## config.mk

```make
export PLATFORM = sky130hd
export DESIGN_NAME = maze_player_ctrl
export DESIGN_NICKNAME = d
export VERILOG_FILES = /design/src/rtl/maze_player_ctrl.sv
export SDC_FILE = /design/constraint.sdc
export NUM_CORES = 1
export LEC_CHECK = 0
export CAP_MARGIN = 30
export CORE_MARGIN = 5
export CORE_UTILIZATION = 50
export CTS_CLUSTER_SIZE = 14
export DETAILED_ROUTE_END_ITERATION = 16
export GPL_TIMING_DRIVEN = 0
export HOLD_SLACK_MARGIN = 0.05
export PLACE_DENSITY = 0.79
export SLEW_MARGIN = 20
export SYNTH_ARGS = -nofsm -noshare
export SYNTH_HDL_FRONTEND = slang
export SYNTH_SLANG_ARGS = --single-unit
```

## constraint.sdc

```tcl
create_clock -name clk -period 5 [get_ports clk]
set_input_delay 1.25 -clock clk [delete_from_list [all_inputs] [get_ports clk]]
set_output_delay 1.25 -clock clk [all_outputs]
set_load 0.005 [all_outputs]
```

## src/rtl/maze_player_ctrl.sv

```systemverilog
// Maze player controller: movement with hold-to-repeat, one-cycle map lookup,
// lives, seconds timer and game state in a single sequential block.
//
// Ports:
//   clk, reset_n            clock, asynchronous active-low reset
//   dir[3:0]                held direction levels {up, down, left, right}
//   start_btn               one-cycle start pulse (IDLE/OVER/WON only)
//   tile_req, tile_x/y      lookup strobe and candidate position
//   tile_kind, tp_x/y       lookup result, valid the cycle after tile_req
//   pos_x/y                 player top-left corner
//   game_state              0 IDLE, 1 PLAY, 2 OVER, 3 WON
//   lives, seconds, moved   remaining lives, play time, step pulse
module maze_player_ctrl #(
    parameter int SCR_W         = 640,
    parameter int SCR_H         = 480,
    parameter int BLK           = 10,
    parameter int STEP          = 10,
    parameter int START_X       = 20,
    parameter int START_Y       = 20,
    parameter int LIVES         = 3,
    parameter int TICKS_PER_SEC = 50_000_000,
    parameter int REPEAT_DLY    = 25_000_000,
    parameter int REPEAT_RATE   = 5_000_000
) (
    input  logic       clk,
    input  logic       reset_n,
    input  logic [3:0] dir,
    input  logic       start_btn,
    output logic       tile_req,
    output logic [9:0] tile_x,
    output logic [8:0] tile_y,
    input  logic [2:0] tile_kind,
    input  logic [9:0] tp_x,
    input  logic [8:0] tp_y,
    output logic [9:0] pos_x,
    output logic [8:0] pos_y,
    output logic [1:0] game_state,
    output logic [2:0] lives,
    output logic [9:0] seconds,
    output logic       moved
);

    localparam logic [2:0] S_IDLE = 3'd0;
    localparam logic [2:0] S_WAIT = 3'd1;
    localparam logic [2:0] S_LOOK = 3'd2;
    localparam logic [2:0] S_CHK  = 3'd3;
    localparam logic [2:0] S_OVER = 3'd4;
    localparam logic [2:0] S_WON  = 3'd5;

    localparam logic [2:0] K_WALL = 3'd1;
    localparam logic [2:0] K_LAVA = 3'd2;
    localparam logic [2:0] K_GOAL = 3'd3;
    localparam logic [2:0] K_TELE = 3'd4;

    localparam int TW   = $clog2(TICKS_PER_SEC + 1);
    localparam int RMAX = (REPEAT_DLY > REPEAT_RATE) ? REPEAT_DLY : REPEAT_RATE;
    localparam int RW   = $clog2(RMAX + 1);

    localparam logic [9:0] X0 = 10'(START_X);
    localparam logic [8:0] Y0 = 9'(START_Y);

    // Two extra bits so the candidate is signed and never wraps.
    localparam logic signed [11:0] STEP_X = 12'(STEP);
    localparam logic signed [10:0] STEP_Y = 11'(STEP);
    localparam logic signed [11:0] MAX_X  = 12'(SCR_W - BLK);
    localparam logic signed [10:0] MAX_Y  = 11'(SCR_H - BLK);

    logic [2:0]    state_q, state_d;
    logic [9:0]    pos_x_q, pos_x_d;
    logic [8:0]    pos_y_q, pos_y_d;
    logic [2:0]    lives_q, lives_d;
    logic [9:0]    sec_q, sec_d;
    logic [TW-1:0] tick_q, tick_d;
    logic          req_q, req_d;
    logic [9:0]    tx_q, tx_d;
    logic [8:0]    ty_q, ty_d;
    logic          moved_q, moved_d;
    logic [3:0]    dprev_q;
    logic [3:0]    sel_q, sel_d;
    logic [RW-1:0] rcnt_q, rcnt_d;
    logic          rrate_q, rrate_d;

    logic [3:0]        sel;
    logic [RW-1:0]     rinc;
    logic              rep_fire;
    logic              step_req;
    logic signed [11:0] cx;
    logic signed [10:0] cy;
    logic              in_range;
    logic              in_play;

    // Highest-priority held direction, one-hot.
    always_comb begin
        sel = 4'b0000;
        if (dir[3])      sel = 4'b1000;
        else if (dir[2]) sel = 4'b0100;
        else if (dir[1]) sel = 4'b0010;
        else if (dir[0]) sel = 4'b0001;
    end

    // Repeat counter: restarts whenever the selection changes; fires after
    // REPEAT_DLY cycles, then every REPEAT_RATE cycles.
    always_comb begin
        rinc     = rcnt_q + 1'b1;
        rep_fire = 1'b0;
        rcnt_d   = rinc;
        rrate_d  = rrate_q;
        sel_d    = sel;
        if (sel == 4'b0000 || sel != sel_q) begin
            rcnt_d  = '0;
            rrate_d = 1'b0;
        end else if ((!rrate_q && rinc == RW'(REPEAT_DLY)) ||
                     ( rrate_q && rinc == RW'(REPEAT_RATE))) begin
            rep_fire = 1'b1;
            rcnt_d   = '0;
            rrate_d  = 1'b1;
        end
    end

    assign step_req = (|(sel & ~dprev_q)) | rep_fire;

    always_comb begin
        cx = $signed({2'b00, pos_x_q});
        cy = $signed({2'b00, pos_y_q});
        unique case (1'b1)
            sel[3]:  cy = cy - STEP_Y;
            sel[2]:  cy = cy + STEP_Y;
            sel[1]:  cx = cx - STEP_X;
            sel[0]:  cx = cx + STEP_X;
            default: ;
        endcase
        in_range = (cx >= 12'sd0) && (cx <= MAX_X) &&
                   (cy >= 11'sd0) && (cy <= MAX_Y);
    end

    assign in_play = (state_q == S_WAIT) || (state_q == S_LOOK) ||
                     (state_q == S_CHK);

    always_comb begin
        state_d = state_q;
        pos_x_d = pos_x_q;
        pos_y_d = pos_y_q;
        lives_d = lives_q;
        sec_d   = sec_q;
        tick_d  = tick_q;
        req_d   = 1'b0;
        tx_d    = tx_q;
        ty_d    = ty_q;
        moved_d = 1'b0;

        if (in_play) begin
            if (tick_q == TW'(TICKS_PER_SEC - 1)) begin
                tick_d = '0;
                if (sec_q < 10'd999) sec_d = sec_q + 10'd1;
            end else begin
                tick_d = tick_q + 1'b1;
            end
        end

        case (state_q)
            S_IDLE, S_OVER, S_WON: begin
                if (start_btn) begin
                    state_d = S_WAIT;
                    pos_x_d = X0;
                    pos_y_d = Y0;
                    lives_d = 3'(LIVES);
                    sec_d   = '0;
                    tick_d  = '0;
                end
            end
            S_WAIT: begin
                if (step_req && in_range) begin
                    req_d   = 1'b1;
                    tx_d    = cx[9:0];
                    ty_d    = cy[8:0];
                    state_d = S_LOOK;
                end
            end
            S_LOOK: state_d = S_CHK;
            S_CHK: begin
                state_d = S_WAIT;
                case (tile_kind)
                    K_WALL: ;
                    K_LAVA: begin
                        lives_d = lives_q - 3'd1;
                        if (lives_q == 3'd1) begin
                            state_d = S_OVER;
                        end else begin
                            pos_x_d = X0;
                            pos_y_d = Y0;
                            moved_d = 1'b1;
                        end
                    end
                    K_GOAL: begin
                        pos_x_d = tx_q;
                        pos_y_d = ty_q;
                        moved_d = 1'b1;
                        state_d = S_WON;
                    end
                    K_TELE: begin
                        pos_x_d = tp_x;
                        pos_y_d = tp_y;
                        moved_d = 1'b1;
                    end
                    default: begin
                        pos_x_d = tx_q;
                        pos_y_d = ty_q;
                        moved_d = 1'b1;
                    end
                endcase
            end
            default: state_d = S_IDLE;
        endcase
    end

    always_ff @(posedge clk or negedge reset_n) begin
        if (!reset_n) begin
            state_q <= S_IDLE;
            pos_x_q <= X0;
            pos_y_q <= Y0;
            lives_q <= 3'(LIVES);
            sec_q   <= '0;
            tick_q  <= '0;
            req_q   <= 1'b0;
            tx_q    <= '0;
            ty_q    <= '0;
            moved_q <= 1'b0;
            dprev_q <= '0;
            sel_q   <= '0;
            rcnt_q  <= '0;
            rrate_q <= 1'b0;
        end else begin
            state_q <= state_d;
            pos_x_q <= pos_x_d;
            pos_y_q <= pos_y_d;
            lives_q <= lives_d;
            sec_q   <= sec_d;
            tick_q  <= tick_d;
            req_q   <= req_d;
            tx_q    <= tx_d;
            ty_q    <= ty_d;
            moved_q <= moved_d;
            dprev_q <= dir;
            sel_q   <= sel_d;
            rcnt_q  <= rcnt_d;
            rrate_q <= rrate_d;
        end
    end

    always_comb begin
        game_state = 2'd0;
        if (in_play)                game_state = 2'd1;
        else if (state_q == S_OVER) game_state = 2'd2;
        else if (state_q == S_WON)  game_state = 2'd3;
    end

    assign tile_req = req_q;
    assign tile_x   = tx_q;
    assign tile_y   = ty_q;
    assign pos_x    = pos_x_q;
    assign pos_y    = pos_y_q;
    assign lives    = lives_q;
    assign seconds  = sec_q;
    assign moved    = moved_q;

endmodule

```

# Word level (Yosys, flattened, before mapping)
# Cells that the tools add are included.
word_totals:
  ff_bits: 116
  out_inout_bits: 55
  wordCells: 115
op_classes:
  n_addsub: 8
  order_cmp: 5
  n_eq_ne: 19
  muxes: 45
  n_bitwise: 3
  reduce_logical: 21
ops:
  columns: ["operator", "count"]
  rows:
  - ["26-bit 2-to-1 mux", 4]
  - ["10-bit 2-to-1 mux", 7]
  - ["25-bit 2-to-1 mux", 2]
  - ["10-bit one-hot mux with 3 select lines", 1]
  - ["9-bit one-hot mux with 3 select lines", 1]
  - ["26-bit by 1-bit adder with 26-bit output, second input constant", 1]
  - ["26-bit == test, second input constant", 1]
  - ["25-bit by 1-bit adder with 25-bit output, second input constant", 1]
  - ["25-bit by 23-bit == test with 1-bit output, second input constant", 1]
  - ["25-bit == test, second input constant", 1]
  - ["12-bit one-hot mux with 2 select lines", 1]
  - ["11-bit one-hot mux with 2 select lines", 1]
  - ["10-bit one-hot mux with 2 select lines", 1]
  - ["9-bit 2-to-1 mux", 2]
  - ["9-bit one-hot mux with 2 select lines", 1]
  - ["3-bit 2-to-1 mux", 5]
  - ["3-bit by 2-bit == test with 1-bit output, second input constant", 4]
  - ["12-bit by 1-bit greater-or-equal comparator with 1-bit output, second input constant", 1]
  - ["12-bit by 11-bit <= comparator with 1-bit output, second input constant", 1]
  - ["3-bit one-hot mux with 2 select lines", 2]
  - ["3-bit one-hot mux with 4 select lines", 1]
  - ["10-bit by 4-bit adder with 11-bit output, second input constant", 1]
  - ["11-bit by 1-bit greater-or-equal comparator with 1-bit output, second input constant", 1]
  - ["11-bit by 10-bit <= comparator with 1-bit output, second input constant", 1]
  - ["other kinds (30)", 58]

# Longest topological paths before layout
# Gate-level depths: netlist of the first run.
depth:
  word_depth: 12
  ltp_mapped: 12
  ltp_nobuf: 11

# Worst setup path before layout of the first run
# No wires, ideal clock.
synth_path:
  kind: "input-to-reg"
  from: "in dir[1]"
  to: "reg tx_q[0], in the netlist tile_x[0]"
  arrival_time_ns: 3.655
  required_ns: 4.875
  setup_slack_ns: 1.220
  path_stages: 12
  path_buffers: 3
  path_cell_list: "clkbuf_1 -> or3b_1 -> clkbuf_1 -> nor4b_1 -> a32oi_1 -> xnor2_1 -> a21boi_0 -> a311oi_1 -> o21ai_1 -> clkinv_2 -> buf_12 -> mux2_4"
synth_via:
  elab_chain_len: 10
  elab_cells_between_ends: 18
  cone_classes: "order compare: 2; eq/ne: 1; mux: 5; bitwise: 2; reduce/logical: 8"
synth_rtl:
  columns: ["item", "line_no", "rtl"]
  rows:
  - ["start, declared", "27", "input logic [3:0] dir,"]
  - ["2-bit 2-to-1 mux (*)", "97", "else if (dir[1]) sel = 4'b0010;"]
  - ["4-bit 2-to-1 mux (*)", "96", "else if (dir[2]) sel = 4'b0100;"]
  - ["4-bit 2-to-1 mux (*)", "95", "if (dir[3]) sel = 4'b1000;"]
  - ["12-bit one-hot mux with 2 select lines", "125", "unique case (1'b1)"]
  - ["12-bit by 1-bit greater-or-equal comparator with 1-bit output / 12-bit by 11-bit <= comparator with 1-bit output (equally long branches)", "132", "in_range = (cx >= 12'sd0) && (cx <= MAX_X) &&"]
  - ["1-bit logical AND (2 in series)", "132", null]
  - ["1-bit logical AND", "133", "(cy >= 11'sd0) && (cy <= MAX_Y);"]
  - ["1-bit logical AND", "172", "if (step_req && in_range) begin"]
  - ["2-bit AND reduction (no line)", null, null]
  - ["end signal, assigned", "240", "tx_q <= tx_d;"]
  - ["end, declared", "75", "logic [9:0] tx_q, tx_d;"]
# Mark *: on every way between the ends. The rest lies on a longest branch, timed or not.
# A chain may end at the register's enable or synchronous reset.

# Worst setup path in the final report of the first run
layout_path:
  from: "in dir[1]"
  to: "reg tx_q[4], in the netlist tile_x[4]"
# Same word-level chain as after synthesis.

==> results.toml, run 1 <==
[layout]
drive_gt1_share_pct = 9.29
fill_cells = 1116
area_growth_pct = 24.7
antenna_cells = 0
layout.nets = 855
finalNonFillerCells = 1005

[worst_setup_path]
crit_top_cell = "clkbuf_1"
worstPathArrival_ps = 4890
worstPathMaxFanout = 10
cp-end-kind = "flip-flop"
crit_path_top_delay_cell = "clkdlybuf4s50_1"
cpPeakStageDelay_ps = 500
path_buf_inv = 5
critPathTopFamily = "buffers and inverters"
critical_path_class = "in2reg"
worstPathRequired_ps = 5300
worstPathCellList = "clkdlybuf4s50_1, clkbuf_1, or3b_1, clkbuf_1, nor4b_1, a32oi_1, xnor2_1, a21boi_0, a311oi_1, o21ai_1, clkinv_2, buf_12, mux2_4"
cp-start-kind = "input port"

[route]
drc_errors = 0
dr.pass1.iters = 6
num_vias = 5885
postRouteWirelength_um = 17200
ant_nets = 0
drt-initial-drc-count = 642
avgViaCountPerCell = 5.86
wl_per_cell_um = 17.1

[timing]
maxSlewHeadroom_pct = 37.9
worst_pin_slew_ps = 928
hold_viol = 0
period_share_pct = 91.8
clock_skew_ps = 11.0
setup_violations = 0
setup_ws_ps = 409
maxSlewViolCount = 0
timing.fmax_ghz = 0.218
min_period_ps = 4590
rsz0062_at_grt = "no"

[grt]
grt_start_max_net_pins = 73
track_usage_pct = 22.3
overflow = 0
grt_pass1_wl_um = 29100
grt_pass1_vias = 5993
grt_antenna_before_repair = 0

[synthesis]
avgSynthCellArea_um2 = 9.36
ys_warn_count = 0
synth_top_family_by_area = "simple AND/OR/NAND/NOR gates"
ys_seq_area_share_pct = 43.3
ys.flop_type = "dfrtp_1"
synthCells = 712
synthXorXnorAreaFrac_pct = 8.93
yosys_register_bits = 115
yosysUniqueCellTypes = 75
synth.area.mux_share_pct = 5.07
netlist_area_um2 = 6670
synth_edf_count = 0
synthAdderAreaFrac_pct = 1.88
synth_simple_gate_area_share_pct = 23.9
synth_nets = 751
async_reset_ff_share_pct = 100
synth-compound-area-share_pct = 12.6

[floorplanning]
ios = 84
dieWidth_um = 125
row_count = 42
start_util_pct = 50.7
die_y_um = 125
die-area_um2 = 15700
core_area_um2 = 13100

[clock_tree]
root_buffer = "clkbuf_16"
cts_tree = "done"
cts_buffers = 17
clock-sinks = 115
clkLatencyLatePin_ps = 420
hold_buffers = 0
h-tree-depth = 4
post-cts-setup-buffers = 0
cts_resized = 0
clockBufferDepth = 2
path_clk_slew_ps = 60

[flow_run]
maxCapViolCount = 0

[min_path]
min_path_type = "reg2reg"

[placed_design]
place_congestion = 0.921
io_buffer_count = 83
dp_hpwl_um = 12100
pre_cts_slack_ps = 49.2
dpl.cell_count = 972

[pwr]
vdd_drop_max_v = 0.000306
total_leakage_power_nw = 3.48
power_density_nw_per_um2 = 426

[outcome]
status = "complete, no violations"
path summary, 6_finish.rpt:
check | startpoint | endpoint | slack, ps | cells past startpoint
setup / recovery | dir[1] | tile_x[4]$_DFFE_PN0P_ | 410 | 13
setup reg to reg | rcnt_q[0]$_DFF_PN0_ | tile_x[4]$_DFFE_PN0P_ | 1210 | 11
min in group asynchronous | reset_n | tick_q[24]$_DFF_PN0_ | 750 | 1
hold reg to reg | rrate_q$_DFFE_PN0P_ | rrate_q$_DFFE_PN0P_ | 530 | 2
max in group asynchronous | reset_n | pos_x[4]$_DFFE_PN1P_ | 3540 | 2
hold / removal | rrate_q$_DFFE_PN0P_ | rrate_q$_DFFE_PN0P_ | 530 | 2
report_power, final:
group          internal, mW  switching, mW  leakage [nW]  total, mW
clock                 0.718          0.429         0.269       1.15
combinational         0.555          0.563          1.68       1.12
sequential             1.09          0.182          1.53       1.27
total                  2.36           1.17          3.48       3.54
layout by cell type, fill, tap and decap left out, types with 11 or more instances in the layout:
| master | instances |
|---|---|
| dfrtp_1 | 109 |
| nor2_1 | 106 |
| clkdlybuf4s50_1 | 82 |
| nand2_1 | 57 |
| xor2_1 | 39 |
| xnor2_1 | 29 |
| clkbuf_1 | 27 |
| inv_1 | 25 |
| nand3_1 | 23 |
| a21oi_1 | 21 |
| nand4_1 | 19 |
| nor3_1 | 18 |
| o21ai_0 | 18 |
| a22oi_1 | 18 |
| clkbuf_16 | 17 |
| o31ai_1 | 15 |
| mux2_4 | 13 |
| mux2i_1 | 12 |
| nand2b_1 | 11 |
per-stage QoR:
stage	utilization, %	setup TNS (ps)	total power [mW]	cell area [um^2]	hold slack [ps]
2_1_floorplan	-	0	1.88	6670	488
3_3_place_gp	58.7	-183770	2.34	7720	512
3_5_place_dp	59.0	0	2.38	7750	517
4_1_cts	63.2	0	3.54	8310	530
5_1_grt	63.3	0	3.72	8310	547
6_report	63.3	0	3.54	8310	526
synth_stat cells, types with 3 or more instances:
cell type  count  area share (%)
a211oi_1       6            0.68
a21oi_1       21             1.6
a22oi_1       18             2.0
a31oi_1        9            0.84
and2_1         3            0.28
and3_1        10            0.94
and4_1         6            0.79
buf_2          7            0.53
clkbuf_1      24             1.4
dfrtp_1      109              41
dfstp_2        6             2.4
ha_1          10             1.9
inv_1         25             1.4
mux2_4        13             2.9
mux2i_1       12             1.8
nand2_1       57             3.2
nand2b_1      11             1.0
nand3_1       23             1.7
nand3b_1       3            0.34
nand4_1       19             1.8
nor2_1       106             6.0
nor2b_1        8            0.75
nor3_1        18             1.4
nor3b_1       10             1.1
nor4_1         5            0.47
nor4b_1        4            0.53
nor4bb_1       3            0.45
o21a_1         3            0.34
o21ai_0       18             1.4
o31ai_1       15             1.7
o32ai_1        3            0.39
or3_1          5            0.47
xnor2_1       29             3.8
xor2_1        39             5.1
worst reg2reg max path, delay by kind of cell, from the launching register on:
family	cells	cell delay, ps
AND/OR/NAND/NOR	4	1450
buffers and inverters	2	330
multiplexers	1	310
adder cells (fa/ha/maj)	1	310
flip-flops	1	440
AO/OA/AOI/OAI	3	830
final cells by class:
cell class | instances | area [um^2] | area share, %
multi-input cells | 534 | 3490 | 42.0
flip-flops and latches | 115 | 2890 | 34.7
repair buffers | 85 | 865 | 10.4
clock buffers | 23 | 478 | 5.75
well taps | 176 | 220 | 2.65
plain buffers | 37 | 189 | 2.27
inverters | 26 | 98.8 | 1.19
clock inverters | 9 | 81.3 | 0.979
cells by family after synthesis:
group                    Yosys count
flip-flops                       115
AND/OR/NAND/NOR                  308
AO/OA/AOI/OAI                    121
XOR/XNOR                          68
multiplexers                      27
adder cells (fa/ha/maj)           10
buffers and inverters             63
state kept, by name (all words and copies together) (netlist names):
register  cells
tick_q       26
rcnt_q       25
pos_x        10
seconds      10
tile_x       10
pos_y         9
tile_y        9
dprev_q       4
lives         3
sel_q         3
state_q       3
moved         1
rrate_q       1
tile_req      1
metal layers:
metal	track usage (%)	vias to the layer above	wire length, um	part of all wire (%)
met3	5.16	36	1030	6.0
met4	8.10	0	335	2.0
met1	28.3	2869	7300	43
met2	37.4	237	8500	50
li1	-	2743	-	-
met5	0	-	0	0
Power figures use the tool's default switching activity.
==> run 2: changes to the inputs <==
==> constraint.sdc (replaced) <==
create_clock -name clk -period 5 [get_ports clk]
set_input_delay 1 -clock clk [delete_from_list [all_inputs] [get_ports clk]]
set_output_delay 1 -clock clk [all_outputs]
set_load 0.005 [all_outputs]
==> run 2 against run 1 <==
Non-clock buffer count unchanged; clock power about the same; critical path depth unchanged; largest power group unchanged; first-iteration DRC count up 7.6%; global-route usage about the same; cell area unchanged; die area unchanged; routed wire length down 0.38%; clock skew down 1.7 ps.
==> results.toml, run 2 (synthesis results as in run 1) <==
[layout]
layout.nets = 855
drive_gt1_share_pct = 9.29
antenna_cells = 0
largest_reg_flops = 26
reg_top3 = "tick_q (26), rcnt_q (25)"
fill_cells = 1116
final_common_cell = "dfrtp_1"
area_growth_pct = 24.7
final_cell_mix = "109 x dfrtp_1, 106 x nor2_1, 82 x clkdlybuf4s50_1"
finalNonFillerCells = 1005
top_register = "tick_q"

[clock_tree]
clkLatencyLatePin_ps = 420
clockBufferDepth = 2
cts_resized = 0
cts_buffers = 17
path_clk_slew_ps = 50
hold_buffers = 0
root_buffer = "clkbuf_16"
clock-sinks = 115
post-cts-setup-buffers = 0
cts_tree = "done"
h-tree-depth = 4

[timing]
period_share_pct = 87.4
worst_pin_slew_ps = 934
maxSlewViolCount = 0
maxSlewHeadroom_pct = 37.5
hold_ws_ps = 499
hold_viol = 0
rsz0062_at_grt = "no"
min_period_ps = 4370
setup_violations = 0
timing.fmax_ghz = 0.229
clock_skew_ps = 9.25

[route]
drt-initial-drc-count = 691
drc_errors = 0
num_vias = 5863
avgViaCountPerCell = 5.83
postRouteWirelength_um = 17100
dr.pass1.iters = 5
ant_nets = 0
wl_per_cell_um = 17.0

[floorplanning]
start_util_pct = 50.7
row_count = 42
core_area_um2 = 13100
dieWidth_um = 125
ios = 84
die-area_um2 = 15700
die_y_um = 125

[worst_setup_path]
worstPathMaxFanout = 10
worstPathRequired_ps = 5300
ff2ff_path_depth = 11
cp-end-kind = "flip-flop"
cp-start-kind = "input port"
timing.rr.end = "tile_x[4]$_DFFE_PN0P_"
reg2reg_from = "rcnt_q[0]$_DFF_PN0_"
worstPathArrival_ps = 4670
r2r_slack_ps = 1210
critical_path_class = "in2reg"

[min_path]
min_path_type = "in2async"

[pwr]
vdd_drop_max_v = 0.000305
total_leakage_power_nw = 3.48
power_density_nw_per_um2 = 426

[grt]
grt_start_max_net_pins = 73
track_usage_pct = 22.3
grt_pass1_vias = 5999
grt_pass1_wl_um = 29100
overflow = 0
grt_antenna_before_repair = 0

[placed_design]
dp_hpwl_um = 12100
place_congestion = 0.921
io_buffer_count = 83
dpl.cell_count = 972

[outcome]
status = "complete, no violations"

[flow_run]
maxCapViolCount = 0
-- run 2: cell counts in the layout (fill, tap and decap cells not counted) --
No cell type changed its count.
-- run 2: per-stage QoR --
step | setup TNS, ps | total power, mW | setup slack, ps | area (um^2) | utilization (%)
floorplan | 0 | 1.88 | 1470 | 6670 | -
global placement | -155020 | 2.34 | -1430 | 7720 | 58.7
finish | 0 | 3.54 | 631 | 8310 | 63.3
global route | 0 | 3.72 | 491 | 8310 | 63.3
detailed placement | 0 | 2.38 | 299 | 7750 | 59.0
CTS | 0 | 3.54 | 707 | 8310 | 63.2
-- run 2: worst max-delay path, stage by stage --
cell and delay (ps):
clkdlybuf4s50_1 500, clkbuf_1 310, or3b_1 380, clkbuf_1 210, nor4b_1 510, a32oi_1 140
xnor2_1 280, a21boi_0 310, a311oi_1 90, o21ai_1 220, clkinv_2 210, buf_12 200
mux2_4 300
-- run 2: final cells by class --
cell class	count	area (um^2)	area share, %
Timing Repair Buffer	85	865	10.4
Clock inverter	9	81.3	0.979
Clock buffer	23	478	5.75
Buffer	37	189	2.27
Multi-Input combinational cell	534	3490	42.0
Sequential cell	115	2890	34.7
Inverter	26	98.8	1.19
Tap cell	176	220	2.65
-- run 2: worst max-delay path by stage --
stage | start | to | slack [ps] | cells past startpoint
global route | dir[1] | tile_y[5]$_DFFE_PN0P_ | 490 | 13
finish | dir[1] | tile_x[4]$_DFFE_PN0P_ | 630 | 13
detailed placement | dir[1] | tile_x[4]$_DFFE_PN0P_ | 300 | 13
floorplan | dir[1] | tile_x[0]$_DFFE_PN0P_ | 1470 | 12
global placement | reset_n | tile_y[6]$_DFFE_PN0P_ | -1430 | 1
CTS | dir[1] | tile_x[4]$_DFFE_PN0P_ | 710 | 13
-- run 2: power by group --
group | switching, mW | internal [mW] | total, mW
Clock | 0.428 | 0.718 | 1.15
Combinational | 0.565 | 0.555 | 1.12
Sequential | 0.181 | 1.09 | 1.27
-- run 2: routing by layer --
metal,part of all wire [%],GRT usage [%],up-vias
met5,0,0,-
met4,2.4,8.35,0
met3,6.2,5.20,44
met2,49,37.3,238
met1,43,28.3,2837
li1,-,-,2744
